--- config.mk ---
export PLATFORM = sky130hd
export DESIGN_NAME = sweep_vec_gen
export DESIGN_NICKNAME = d
export VERILOG_FILES = /design/src/rtl/gate_check_pkg.sv /design/src/rtl/gate_sweep_checker_vec_gen.sv
export SDC_FILE = /design/constraint.sdc
export NUM_CORES = 1
export LEC_CHECK = 0
export ABC_AREA = 1
export CAP_MARGIN = 20
export CORE_AREA = 4 4 41 43
export DETAILED_ROUTE_END_ITERATION = 10
export DIE_AREA = 0 0 45 47
export SYNTH_ARGS = -nofsm -noshare
export SYNTH_HDL_FRONTEND = slang
export SYNTH_SLANG_ARGS = --single-unit
--- constraint.sdc ---
create_clock -name clk -period 1 [get_ports clk]
set_clock_uncertainty 0.05 [all_clocks]
set_input_delay 0.1 -clock clk [delete_from_list [all_inputs] [get_ports clk]]
set_output_delay 0.1 -clock clk [all_outputs]
set_load 0.01 [all_outputs]
--- src/rtl/gate_check_pkg.sv ---
// Shared types and reference truth tables for the gate sweep checker.
// Truth-table bit i is the expected gate output when the input vector equals i.
package gate_check_pkg;

    typedef enum logic [1:0] {
        IDLE,
        SETTLE,
        CHECK,
        DONE
    } state_e;

    localparam logic [3:0] NAND2_TT = 4'b0111;
    localparam logic [3:0] AND2_TT  = 4'b1000;
    localparam logic [3:0] OR2_TT   = 4'b1110;
    localparam logic [3:0] XOR2_TT  = 4'b0110;

endpackage

--- src/rtl/gate_sweep_checker_vec_gen.sv ---
// Vector and settle counters for the sweep: holds the vector driven to the gate
// and tells the controller when that vector has settled and when it is the last one.
module sweep_vec_gen
    import gate_check_pkg::*;
#(
    parameter int N_IN          = 2,
    parameter int SETTLE_CYCLES = 1
) (
    input  logic            clk,
    input  logic            rst_n,
    input  logic            clear_i,
    input  logic            advance_i,
    input  logic            count_i,
    output logic [N_IN-1:0] vec_o,
    output logic            settled_o,
    output logic            last_vec_o
);

    localparam int SW = (SETTLE_CYCLES > 1) ? $clog2(SETTLE_CYCLES) : 1;
    localparam logic [SW-1:0] SETTLE_LAST = SW'(SETTLE_CYCLES - 1);

    logic [N_IN-1:0] vec_q, vec_d;
    logic [SW-1:0]   settleCnt_q, settleCnt_d;

    // Advancing to a new vector restarts the settle count so every vector
    // gets the same hold time before it is checked.
    always_comb begin
        vec_d       = vec_q;
        settleCnt_d = settleCnt_q;
        if (clear_i) begin
            vec_d       = '0;
            settleCnt_d = '0;
        end else if (advance_i) begin
            vec_d       = vec_q + 1'b1;
            settleCnt_d = '0;
        end else if (count_i) begin
            settleCnt_d = settleCnt_q + 1'b1;
        end
    end

    always_ff @(posedge clk or negedge rst_n) begin
        if (!rst_n) begin
            vec_q       <= '0;
            settleCnt_q <= '0;
        end else begin
            vec_q       <= vec_d;
            settleCnt_q <= settleCnt_d;
        end
    end

    assign vec_o      = vec_q;
    assign settled_o  = (settleCnt_q == SETTLE_LAST);
    assign last_vec_o = &vec_q;

endmodule

==> results of run 1 <==
[cell families (layout without fill, tap and decap cells)]
logic type	Yosys count	in the layout	synth area share (%)
DFF	3	3	52.2
buffers and inverters	2	18	5.22
adders and majority gates	1	1	8.69
and+or+nand+nor	12	12	33.9
[worst max-delay path, delay by kind of cell, from the launching register on]
kind / cells / cell delay, ps
fa+ha+maj: 1 / 190
buf+inv: 1 / 110
flops: 1 / 370
[cell usage after synthesis (all sizes together)]
cell type,number
nor2,5
ha,1
nand3,1
inv,2
dfrtp,3
nand2,6
[power by group]
group / switching [mW] / leakage [nW] / internal [mW] / total, mW
logic: 0.0310 / 0.0965 / 0.0492 / 0.0802
registers: 0.00436 / 0.0397 / 0.130 / 0.134
clock network: 0.0666 / 0.0150 / 0.150 / 0.216
total: 0.102 / 0.151 / 0.329 / 0.431
[path summary, 6_finish.rpt]
check | end | cells past startpoint | slack [ps]
hold / removal | settleCnt_q | 3 | 440
min in group asynchronous | vec_o[0] | 2 | 540
setup reg to reg | vec_o[1] | 3 | 60
max in group asynchronous | settleCnt_q | 2 | 220
setup / recovery | last_vec_o | 2 | -60
hold reg to reg | vec_o[1] | 3 | 540
[per-stage QoR]
step	hold slack (ps)	std cells	cell area [um^2]
5_1_grt	460	49	303
6_report	435	49	303
3_3_place_gp	249	44	265
4_1_cts	431	49	303
3_5_place_dp	246	44	265
2_1_floorplan	-246	18	144
[repair_timing]
action / CTS / global route
hold buffers: 1 / 0
resized for setup: 20 / 0
endpoints found under the hold margin: 3 / 0
endpoints found under the setup margin: 4 / 3
pin swaps: 1 / 0
[cell type report]
| cell class | instances | area (um^2) | area share (%) |
|---|---|---|---|
| inverter | 2 | 7.51 | 2.48 |
| sequential | 3 | 75.1 | 24.8 |
| multi-input combinational | 13 | 63.8 | 21.1 |
| clock buffer | 4 | 26.3 | 8.68 |
| tap | 15 | 18.8 | 6.20 |
| timing repair buffer | 12 | 111 | 36.8 |
[routing by layer]
metal  global-route usage (%)  part of all wire (%)  vias to the layer above  routed length (um)
li1                         -                     -                       85                   -
met1                     3.20                    31                       68                 113
met2                     6.21                    46                        8                 168
met3                     3.83                    18                        2                  66
met4                     8.77                   4.4                        0                  16
met5                        0                     0                        -                   0
[registers in the layout (all words and copies together) (netlist names)]
register and cells:
settleCnt_q 1, vec_o 2
==> impl_metrics.py, run 1 <==
metrics = {
    "clocking": {
        "h-tree-depth": 1,
        "clockBufferDepth": 2,
        "cts_buffers": 3,
        "cts_tree": "done",
        "clkSinkCount": 3,
        "clk_pin_slew_worst_paths_ps": 40,
        "insertion_delay_ps": 230,
        "cts_root_buffer": "clkbuf_4",
        "post-cts-setup-buffers": 0,
    },
    "floorplan": {
        "core_um2": 1300,
        "dieArea_um2": 2120,
        "fp.dieH_um": 47,
        "rows": 13,
        "ios": 9,
        "fp.dieW_um": 45,
        "start_util_pct": 11.1,
    },
    "setup_path": {
        "worstSetupEndpointType": "output pin",
        "crit_type": "register to output pin",
        "crit_required_ps": 850,
        "cp_slowest_cell": "dfrtp_1",
        "r2r_start": "vec_o[0]",
        "startpoint": "vec_o[1]",
        "arrival_ps": 910,
        "crit_chain": "ha_2 > buf_6",
        "slowest_delay_ps": 370,
        "critPathMaxFanout": 2,
        "crit_path_start_kind": "register",
    },
    "worst_hold_path": {
        "hp-class": "primary input to register",
        "hp-start": "count_i",
    },
    "timing": {
        "fmax_mhz": 947,
        "slew_headroom_pct": 89.0,
        "period_share_pct": 106,
        "fin_tns_setup_ps": -82.3,
        "hold_viol": 0,
        "slew_viol_final": 0,
        "worst_pin_slew_ps": 165,
        "final.min_clock_period_ps": 1060,
        "grt_setup_unrepaired": "yes",
        "setup_viol": 3,
        "setup_slack_ps": -56.4,
    },
    "logic_synthesis": {
        "synthTopCellsByArea": "dfrtp_1, nand2_1, nor2_1",
        "syn_inst": 18,
        "synth_seq_cells": 3,
        "syn-num-nets": 24,
        "syn_area_per_cell_um2": 7.99,
        "seq_area_frac_synth_pct": 52.2,
        "synth-warning-count": 0,
        "synth_area_leader_cell": "dfrtp_1",
        "syn-cell-area_um2": 144,
        "synth.top_cell.area_share_pct": 52.2,
        "synthDistinctLibCells": 7,
    },
    "power_and_ir_drop": {
        "power.leakage_nw": 0.151,
        "peakVddDrop_uv": 293,
        "power_mw": 0.431,
        "power_density_nw_per_um2": 1420,
    },
    "finish": {
        "area_growth_pct": 110,
        "diodes": 0,
        "layout.nets": 41,
        "final_common_cell": "nand2_1",
        "final_cell_mix": "nand2_1, nor2_1, clkdlybuf4s50_1",
        "final_util_pct": 23.3,
        "drive_gt1_share_pct": 35.3,
        "fillers": 153,
    },
    "grt": {
        "grt_max_degree": 5,
        "grt_overflow": 0,
        "grt_pass1_wl_um": 579,
        "antenna_found_initial": 0,
        "grtUsageTotal_pct": 4.83,
        "grt_pass1_vias": 168,
    },
    "placement": {
        "io_buffers": 8,
        "place_congestion": 0.664,
        "place_ws_ps": -185,
    },
    "job": {
        "cap_violations": 0,
    },
    "routing": {
        "wl_per_cell_um": 7.43,
        "dr.pass1.iters": 1,
        "drt_wl_total_um": 364,
        "drc_errors": 0,
        "ant_nets": 0,
        "via_per_inst": 3.33,
        "vias": 163,
        "drt_iter0_markers": 0,
    },
    "run_status": {
        "violations": "setup timing",
        "status": "complete, but fails checks",
    },
}
Power figures use the tool's default switching activity.
==> inputs of run 2 (changes only) <==
==> constraint.sdc (replaced) <==
create_clock -name clk -period 1 [get_ports clk]
set_clock_uncertainty 0.05 [all_clocks]
set_input_delay 0.1 -clock clk [delete_from_list [all_inputs] [get_ports clk]]
set_output_delay 0.1 -clock clk [all_outputs]
set_load 0.1 [all_outputs]
==> run 2 against run 1 <==
Highest routed layer is now met3. Cell count is 2.0% lower. Utilization up 4.4 points. Total power up 23%. The run still ends with setup timing left. Flip-flop and latch count unchanged. Routed wire length grew 3.6%. Setup slack got worse by 130 ps. Die area stayed put. Via count down 1.2%. Count of clock-buffer cells in the layout stayed put. Cell area grew 19%. Critical path type unchanged.
==> impl_metrics.py, run 2 (synthesized netlist as in run 1, its figures left out) <==
metrics = {
    "run_status": {
        "status": "complete, but fails checks",
        "violations": "setup timing",
    },
    "floorplan": {
        "start_util_pct": 11.1,
        "fp.dieW_um": 45,
        "ios": 9,
        "dieArea_um2": 2120,
        "core_um2": 1300,
        "fp.dieH_um": 47,
        "rows": 13,
    },
    "clocking": {
        "clockBufferDepth": 2,
        "insertion_delay_ps": 230,
        "clkSinkCount": 3,
        "cts_tree": "done",
        "cts_resized": 0,
        "cts_buffers": 3,
        "h-tree-depth": 1,
        "clk_pin_slew_worst_paths_ps": 40,
        "cts_root_buffer": "clkbuf_4",
    },
    "timing": {
        "fin_tns_setup_ps": -569,
        "fmax_mhz": 841,
        "period_share_pct": 119,
        "hold_viol": 0,
        "grt_setup_unrepaired": "yes",
        "final.min_clock_period_ps": 1190,
        "whs_ps": 9.98,
        "setup_slack_ps": -189,
        "setup_viol": 4,
        "worst_pin_slew_ps": 174,
        "slew_viol_final": 0,
        "slew_headroom_pct": 88.4,
    },
    "finish": {
        "diodes": 0,
        "final_common_cell": "nand2_1",
        "final_cell_mix": "nand2_1, nor2_1, clkdlybuf4s50_1, buf_12",
        "largest_reg_flops": 2,
        "layout.nets": 40,
        "area_growth_pct": 150,
        "fillers": 149,
        "drive_gt1_share_pct": 48.5,
        "final_util_pct": 27.7,
    },
    "placement": {
        "place_ws_ps": -27.2,
        "dp_hpwl_um": 296,
        "place_congestion": 0.655,
        "io_buffers": 8,
    },
    "setup_path": {
        "crit_required_ps": 850,
        "path_delay_family": "flip-flops",
        "cp_num_buf_inv": 1,
        "r2r_start": "vec_o[0]",
        "cp_num_cells": 2,
        "rr_worst_depth": 3,
        "cp_slowest_cell": "dfrtp_4",
        "worstSetupEndpointType": "output pin",
        "arrival_ps": 1040,
        "slowest_delay_ps": 480,
        "crit_chain": "ha_4 > buf_12",
        "startpoint": "vec_o[0]",
        "crit_path_start_kind": "register",
        "crit_type": "register to output pin",
        "critPathMaxFanout": 2,
    },
    "power_and_ir_drop": {
        "power_density_nw_per_um2": 1470,
        "peakVddDrop_uv": 316,
        "power.leakage_nw": 0.159,
        "power_mw": 0.529,
    },
    "routing": {
        "vias": 161,
        "drt_wl_total_um": 377,
        "ant_nets": 0,
        "via_per_inst": 3.35,
        "drc_errors": 0,
        "wl_per_cell_um": 7.85,
        "drt_iter0_markers": 3,
        "dr.pass1.iters": 2,
    },
    "grt": {
        "grt_max_degree": 5,
        "grt_pass1_vias": 177,
        "grtUsageTotal_pct": 4.43,
        "grt_pass1_wl_um": 552,
        "antenna_found_initial": 0,
        "grt_overflow": 0,
    },
    "worst_hold_path": {
        "hp-class": "primary input to async pin",
    },
    "job": {
        "cap_violations": 0,
    },
}
[run 2: cell types whose count changed in the layout (fill, tap and decap cells not counted), moves of 2 or more]
cell	before	now
buf_6	3	0
dfrtp_1	3	1
buf_12	0	4
dfrtp_4	0	2
[run 2: through the flow]
stage	instance area, um^2	instances
after global placement	327	43
after CTS	360	48
after global routing	360	48
after detailed placement	327	43
final	360	48
after floorplan	173	18
[run 2: worst reg2reg max path: stages (launching register included)]
cell     delay (ps)
dfrtp_4         480
ha_4            240
nand3_2          60
nand2_1          50
[run 2: area by class of cell]
| cell class | count | area, um^2 | share of cell area [%] |
|---|---|---|---|
| inverter | 2 | 11.3 | 3.12 |
| clock buffer | 4 | 26.3 | 7.29 |
| multi-input combinational | 13 | 78.8 | 21.9 |
| tap | 15 | 18.8 | 5.21 |
| sequential | 3 | 82.6 | 22.9 |
| timing repair buffer | 11 | 143 | 39.6 |
[run 2: power by group]
group | total [mW] | leakage, nW | internal, mW | switching, mW
clock network | 0.213 | 0.0150 | 0.150 | 0.0634
logic | 0.174 | 0.107 | 0.0727 | 0.101
registers | 0.142 | 0.0366 | 0.134 | 0.00782
total | 0.529 | 0.159 | 0.356 | 0.172
[run 2: layer usage]
layer,track usage [%],part of all wire (%),vias to the layer above
met5,0,0,-
li1,-,-,83
met4,10.5,0,0
met3,0,6.1,0
met2,7.91,68,4
met1,2.28,26,74
[run 2: what timing repair did]
item | in CTS | in global routing
buffers inserted | 1 | 0
setup endpoints to repair | 4 | 5
cloned | 0 | 0
pin swaps | 0 | 1
hold buffers | 0 | 0
[run 2: final timing paths]
path	end	slack, ps
worst max-delay path	last_vec_o	-190
worst min-delay path	vec_o[1]	10
worst max register to register	vec_o[1]	10
worst min register to register	settleCnt_q	610
max in group asynchronous	vec_o[0]	720
min in group clk	settleCnt_q	430
